$ cat src/rtl/serial_adder.sv
// serial_adder
//   Multi-cycle adder/subtractor. One BITS_PER_CYCLE-wide ripple slice plus a
//   single carry flop processes the operands LSB chunk first, one chunk per
//   clock. It takes STEPS = WIDTH/BITS_PER_CYCLE RUN cycles, then one DONE cycle.
//
// Handshake (valid/ready style):
//   An operation is accepted on a rising edge where start=1 and ready=1.
//   a, b, cin and sub are captured on that edge and may change afterwards.
//   start is ignored while the unit is busy (RUN or DONE), and nothing is queued.
//   done pulses for exactly one cycle when sum/cout/overflow take their new
//   values. The outputs hold until the next done or reset.
//
// Ports:
//   clk        in   rising-edge clock
//   reset_n    in   asynchronous active-low reset
//   start      in   request an operation (sampled only while ready=1)
//   a, b       in   WIDTH-bit operands
//   cin        in   carry-in (add mode only)
//   sub        in   0: a+b+cin, 1: a-b
//   ready      out  unit idle
//   done       out  one-cycle result strobe
//   sum        out  WIDTH-bit result
//   cout       out  carry out of MSB (sub mode: 1 = no borrow)
//   overflow   out  signed overflow
//   dbg_state  out  current FSM state (0 IDLE, 1 RUN, 2 DONE)
module serial_adder #(
  parameter int WIDTH          = 8,
  parameter int BITS_PER_CYCLE = 1
) (
  input  logic             clk,
  input  logic             reset_n,
  input  logic             start,
  input  logic [WIDTH-1:0] a,
  input  logic [WIDTH-1:0] b,
  input  logic             cin,
  input  logic             sub,
  output logic             ready,
  output logic             done,
  output logic [WIDTH-1:0] sum,
  output logic             cout,
  output logic             overflow,
  output logic [1:0]       dbg_state
);

  localparam int STEPS = WIDTH / BITS_PER_CYCLE;
  localparam int CW    = (STEPS > 1) ? $clog2(STEPS) : 1;

  if (WIDTH < 2 || BITS_PER_CYCLE < 1 || (WIDTH % BITS_PER_CYCLE) != 0) begin : g_bad_param
    $error("serial_adder: WIDTH must be >= 2 and a multiple of BITS_PER_CYCLE");
  end

  typedef enum logic [1:0] {
    S_IDLE = 2'd0,
    S_RUN  = 2'd1,
    S_DONE = 2'd2
  } state_e;

  state_e            state_q, state_d;
  logic [WIDTH-1:0]  a_q, a_d;
  logic [WIDTH-1:0]  b_q, b_d;
  logic [WIDTH-1:0]  res_q, res_d;
  logic [CW-1:0]     cnt_q, cnt_d;
  logic              carry_q, carry_d;
  logic [WIDTH-1:0]  sum_q, sum_d;
  logic              cout_q, cout_d;
  logic              ovf_q, ovf_d;

  // Ripple slice over the low chunk of A/B. c_into_top is the carry entering
  // the slice's top bit; on the final chunk that is the carry into the MSB.
  logic [BITS_PER_CYCLE-1:0] slice_sum;
  logic                      slice_cout;
  logic                      c_into_top;

  always_comb begin : p_slice
    logic c;
    c          = carry_q;
    slice_sum  = '0;
    c_into_top = 1'b0;
    for (int i = 0; i < BITS_PER_CYCLE; i++) begin
      c_into_top   = c;
      slice_sum[i] = a_q[i] ^ b_q[i] ^ c;
      c            = (a_q[i] & b_q[i]) | (c & (a_q[i] ^ b_q[i]));
    end
    slice_cout = c;
  end

  // Result register fills from the top, so after STEPS shifts the first
  // (least significant) chunk has arrived at bit 0.
  logic [WIDTH-1:0] res_shift;
  assign res_shift = (res_q >> BITS_PER_CYCLE)
                   | (WIDTH'(slice_sum) << (WIDTH - BITS_PER_CYCLE));

  always_comb begin
    state_d = state_q;
    a_d     = a_q;
    b_d     = b_q;
    res_d   = res_q;
    cnt_d   = cnt_q;
    carry_d = carry_q;
    sum_d   = sum_q;
    cout_d  = cout_q;
    ovf_d   = ovf_q;
    case (state_q)
      S_IDLE: begin
        if (start) begin
          // Subtraction is a + ~b + 1: invert B here and seed the carry with 1.
          a_d     = a;
          b_d     = b ^ {WIDTH{sub}};
          carry_d = sub ? 1'b1 : cin;
          cnt_d   = '0;
          state_d = S_RUN;
        end
      end
      S_RUN: begin
        a_d     = a_q >> BITS_PER_CYCLE;
        b_d     = b_q >> BITS_PER_CYCLE;
        res_d   = res_shift;
        carry_d = slice_cout;
        cnt_d   = cnt_q + CW'(1);
        if (cnt_q == CW'(STEPS - 1)) begin
          state_d = S_DONE;
          sum_d   = res_shift;
          cout_d  = slice_cout;
          ovf_d   = c_into_top ^ slice_cout;
        end
      end
      S_DONE: begin
        state_d = S_IDLE;
      end
      default: begin
        state_d = S_IDLE;
      end
    endcase
  end

  always_ff @(posedge clk or negedge reset_n) begin
    if (!reset_n) begin
      state_q <= S_IDLE;
      a_q     <= '0;
      b_q     <= '0;
      res_q   <= '0;
      cnt_q   <= '0;
      carry_q <= 1'b0;
      sum_q   <= '0;
      cout_q  <= 1'b0;
      ovf_q   <= 1'b0;
    end else begin
      state_q <= state_d;
      a_q     <= a_d;
      b_q     <= b_d;
      res_q   <= res_d;
      cnt_q   <= cnt_d;
      carry_q <= carry_d;
      sum_q   <= sum_d;
      cout_q  <= cout_d;
      ovf_q   <= ovf_d;
    end
  end

  assign ready     = (state_q == S_IDLE);
  assign done      = (state_q == S_DONE);
  assign sum       = sum_q;
  assign cout      = cout_q;
  assign overflow  = ovf_q;
  assign dbg_state = state_q;

endmodule
$ cat config.mk
export PLATFORM = sky130hd
export DESIGN_NAME = serial_adder
export DESIGN_NICKNAME = d
export VERILOG_FILES = /design/src/rtl/serial_adder.sv
export SDC_FILE = /design/constraint.sdc
export NUM_CORES = 1
export LEC_CHECK = 0
export ABC_AREA = 1
export CAP_MARGIN = 25
export CORE_UTILIZATION = 55
export DETAILED_ROUTE_END_ITERATION = 16
export PLACE_DENSITY = 0.83
export SYNTH_ARGS = -nofsm -noshare
export SYNTH_HDL_FRONTEND = slang
export SYNTH_SLANG_ARGS = --single-unit
$ cat constraint.sdc
create_clock -name clk -period 2 [get_ports clk]
set_input_delay 0.4 -clock clk [delete_from_list [all_inputs] [get_ports clk]]
set_output_delay 0.4 -clock clk [all_outputs]
set_load 0.02 [all_outputs]
[Word-level counts from Yosys, hierarchy flattened]
Cells that the tools add are included.
Widths: inputs -> output; s select.
Storage, ports and cells
  word-level logic and storage cells: 40
  bits in writable memories: 0
  output and inout port bits: 14
  memories kept: 0
  ROM bits: 0
  bits in latches: 0
  bits in registers: 40
  input bits: 21
Cells by class
  $add $sub $neg: 1
  shifts and indexed selects: 0
  order comparisons: 0
  $mul: 0
  equal/unequal tests: 5
  multiplexer cells: 12
  bitwise operators: 8
  reductions and logical operators: 5
  divide/modulo/power cells: 0
Operator list (number)
  $pmux 8 s2: 2
  $mux 8: 2
  $or 7x8->8: 1
  $xor 8x8->8: 1
  $pmux 3 s2: 1
  $reduce_and 2->1: 3
  $mux 2: 2
  $ne 2x2->1 const B: 2
  $pmux 2 s2: 1
  $add 3x1->3 const B: 1
  $eq 3x3->1 const B: 1
  $mux 3: 1
  $xor 1x1->1: 3
  $and 1x1->1: 2
  $eq 2x1->1 const B: 1
  $eq 2x2->1 const B: 1
  $logic_not 2->1: 1
  $mux 1: 2
  $pmux 1 s2: 1
  $reduce_bool 2->1: 1
  $or 1x1->1: 1

[Logic depth before layout (Yosys ltp)]
Gate-level depths: netlist of run 1.
  depth in word-level cells: 4
  gate-level depth with buffers: 6

[Worst setup path before layout of run 1]
OpenSTA, ideal clock, no wires.
  path kind: reg-to-output
  start point: register state_q[1] (netlist: dbg_state[1])
  end point: output port ready
  setup slack: 0.554 ns
  data arrival time: 1.046 ns
  stages on the path, launching flop included: 2
  path through: dfrtp_1 > nor2_1
On the way
  word-level cells in the longest chain between the ends: 1
RTL lines
  from (decl): RTL line 58  | state_e state_q, state_d;
  from (signal assigned): RTL line 148  | state_q <= state_d;
  $logic_not 2->1: RTL line 160  | assign ready = (state_q == S_IDLE);
  to (decl): RTL line 37  | output logic ready,
Every way passes these cells.

[Worst setup path in the final report of run 1]
  start point: register state_q[0] (netlist: dbg_state[0])
  end point: output port dbg_state[0]
RTL lines
  to (decl): RTL line 42  | output logic [1:0] dbg_state
No word-level cell between the ends.

==> results.md, run 1 <==
- Critical Path Source Type: flop
- Maximum number of pins on one net before global-route repair: 40
- R2R setup slack: around 0.60 ns
- Syn Nets: 239
- GRT Overall Usage: between 20% and 30%
- Gpl congestion: between 0.7 and 0.8
- Overflow after GRT: 0
- Status: finished, final reports clean
- Peak Freq: ~0.55 GHz
- Slowest CP cell: clkdlybuf4s50_1
- Mapped Cells: ~220
- Worst IR drop on VDD: around 0.7 mV
- Post-DR wirelength/cell: approximately 11 um
- Clock Latency Late Sink: around 0.33 ns
- H-tree Lvls: 2
- Nets: between 200 and 300
- Tmin final: 1.815 ns
- Max Fanout on Critical Path: 5
- Final ANT Viol Nets: 0
- Tcrit/Tclk final: about 91%
- Clock sink count: 39
- Initial antenna violation count: 0
- FF+latch count, synth: 39
- Crit path buf inv count: 1
- MaxCap Viol Count: 0
- IO Count: 35
- Mapped Area: 1819 um^2
- CTS tree: built
- Std cell rows: 20
- Reg2reg path depth: 6
- Vias post-DR: roughly 1500
- Critical Path Max Stage Delay: around 0.64 ns
- Critical path required time: approximately 1.6 ns
- Post-synth cell types: 18
- Wire length of the first global-routing pass: 5.837 mm
- Ys Warns: 0
- Worst Skew: about 0.0046 ns
- Worst-path clk slew: between 0.1 and 0.15 ns
- Diodes inserted: 0
- Unrepaired setup endpoints after global routing: no
- Setup violations, final: 0
- CP delay by family, top: buffers and inverters
- Crit path depth: 1
- CP endpoint kind: output port
- Sequential cell area fraction in the yosys report: between 50% and 60%
- Port bufs: 34
- DIE WIDTH: just under 60 um
- Starting Density: between 50% and 60%
- Detailed Route WL: 3.293 mm
- CTS Buf Count: 5
- Post-DP HPWL: 2.335 mm
- Cells along the critical path: clkdlybuf4s50_1
- Final Max Tran Viols: 0
- Crit path DAT: between 1 and 1.5 ns
- Vias in the first global route: between 1000 and 1500
- Postcts setup bufs: 0
- Area growth, synth to finish: 25.45%
- Core Region: 3103 um^2
- CTS Root Cell: clkbuf_4
- Worst Setup Path Type: flop to output port
- DRC viols: 0
- Final total power: around 3.0 mW
- Die area: ~3500 um^2
- DR vias/cell: 4.983
- Layout cells sized above 1: 10.24%
- DR iter-0 viols: between 60 and 70
- Cell Pwr Density: 1302 nW/um^2
- Rel. slew slack: between 60% and 70%
- Clock tree buffer depth: 2
- Worst Max-Slew Pin Slew: about 0.6 ns
- Mean Syn Cell Area: approximately 8.5 um^2
- TNS Setup: 0 ns
- Leak: around 1.2 nW
- Hold WC Path Type: input pin to async pin
- Final hold violations: 0
- Detailed Routing Iterations Pass 1: 4
- Die height: 59.51 um
## kinds of logic after synthesis
family                     after synthesis  share of synthesized area [%]
buffers and inverters                   29                          6.946
AOI/OAI and AO/OA                       16                          5.915
xor gates and xnor gates                 2                         0.9630
and+or+nand+nor                        126                          30.06
adders and majority gates                3                          2.476
DFF                                     39                          53.65
## registers in the layout (all words and copies together) (netlist names)
register	flops
a_q	8
b_q	8
c_into_top	1
cnt_q	3
cout	1
dbg_state	2
overflow	1
res_q	7
sum	8
## Yosys cell counts
master / number / area share (%)
nand2_2: 1 / 0.34
buf_6: 1 / 0.62
nand2_4: 1 / 0.62
o21ai_0: 8 / 2.2
nor2_1: 2 / 0.41
inv_2: 1 / 0.21
fa_1: 1 / 1.1
nor2_4: 1 / 0.62
o22ai_1: 1 / 0.34
buf_2: 8 / 2.2
xor2_1: 2 / 0.96
dfrtp_1: 39 / 54
nand3_1: 43 / 12
nor2_2: 1 / 0.34
o21ai_2: 7 / 3.4
inv_1: 19 / 3.9
nand2_1: 77 / 16
ha_1: 2 / 1.4
## report_power, final
group,switching (mW),internal [mW]
Sequential,0.183,1.10
Combinational,0.726,0.512
Clock,0.241,0.207
## placed cells by master, fill, tap and decap left out, types with 2 or more instances in the layout
cell type and count:
ha_1 2, clkbuf_4 5, clkbuf_8 2, nand2_1 77, o21ai_2 7, nor2_1 2, xor2_1 2, dfrtp_1 39
inv_1 19, o21ai_0 8, buf_4 5, nand3_1 43, clkdlybuf4s50_1 31, dlygate4sd2_1 2
## metrics by stage
step           setup slack, ns  instances  hold slack [ns]  cell area, um^2  utilization, %
3_5_place_dp            0.3432        290           0.3850             2216           71.41
4_1_cts                 0.1623        298          0.01371             2282           73.55
3_3_place_gp            0.4015        290           0.3849             2216           71.41
6_report                0.1846        298         0.009579             2282           73.55
2_1_floorplan           0.5543        215           0.1044             1819               -
5_1_grt                 0.1342        298         0.009797             2282           73.55
## routing by layer
metal	up-vias	track usage, %	part of all wire, %
met5	-	0	0
met4	0	5.980	0.58
met3	2	3.930	3.2
met2	33	38.52	51
met1	687	27.63	45
li1	763	-	-
## final timing paths
path,start,to
min reg2reg,sum[3]$_DFFE_PN0P_,sum[3]$_DFFE_PN0P_
min in group clk,sum[3]$_DFFE_PN0P_,sum[3]$_DFFE_PN0P_
min,reset_n,sum[6]$_DFFE_PN0P_
max in group asynchronous,reset_n,a_q[7]$_DFFE_PN0P_
max reg2reg,cnt_q[0]$_DFFE_PN0P_,overflow$_DFFE_PN0P_
max,dbg_state[0]$_DFFE_PN0P_,dbg_state[0]
## cell type report
type | instances | area (um^2)
clock buffers | 8 | 68.82
fillers | 261 | 820.8
flip-flops and latches | 39 | 975.9
inverters | 20 | 75.07
well taps | 44 | 55.05
repair buffers | 40 | 390.4
multi-input cells | 147 | 716.9
## what timing repair did
item,CTS,global route
resized for setup,2,0
hold buffers,0,0
endpoints found under the setup margin,2,0
Note: power is estimated with default switching activity, not from simulation.
==> inputs of run 2 (changes only) <==
--- a/config.mk
+++ b/config.mk
@@ -6,7 +6,6 @@
 export NUM_CORES = 1
 export LEC_CHECK = 0
 export ABC_AREA = 1
-export CAP_MARGIN = 25
 export CORE_UTILIZATION = 55
 export DETAILED_ROUTE_END_ITERATION = 16
 export PLACE_DENSITY = 0.83
==> results of run 2 <==
Same layout as run 1: the final DEF is identical, and so are final timing and power.
==> inputs of run 3 (changes only) <==
--- a/config.mk
+++ b/config.mk
@@ -9,6 +9,7 @@
 export CORE_UTILIZATION = 55
 export DETAILED_ROUTE_END_ITERATION = 16
 export PLACE_DENSITY = 0.83
+export SKIP_LAST_GASP = 1
 export SYNTH_ARGS = -nofsm -noshare
 export SYNTH_HDL_FRONTEND = slang
 export SYNTH_SLANG_ARGS = --single-unit
==> results of run 3 <==
Same layout as run 1: the final DEF is identical, and so are final timing and power.
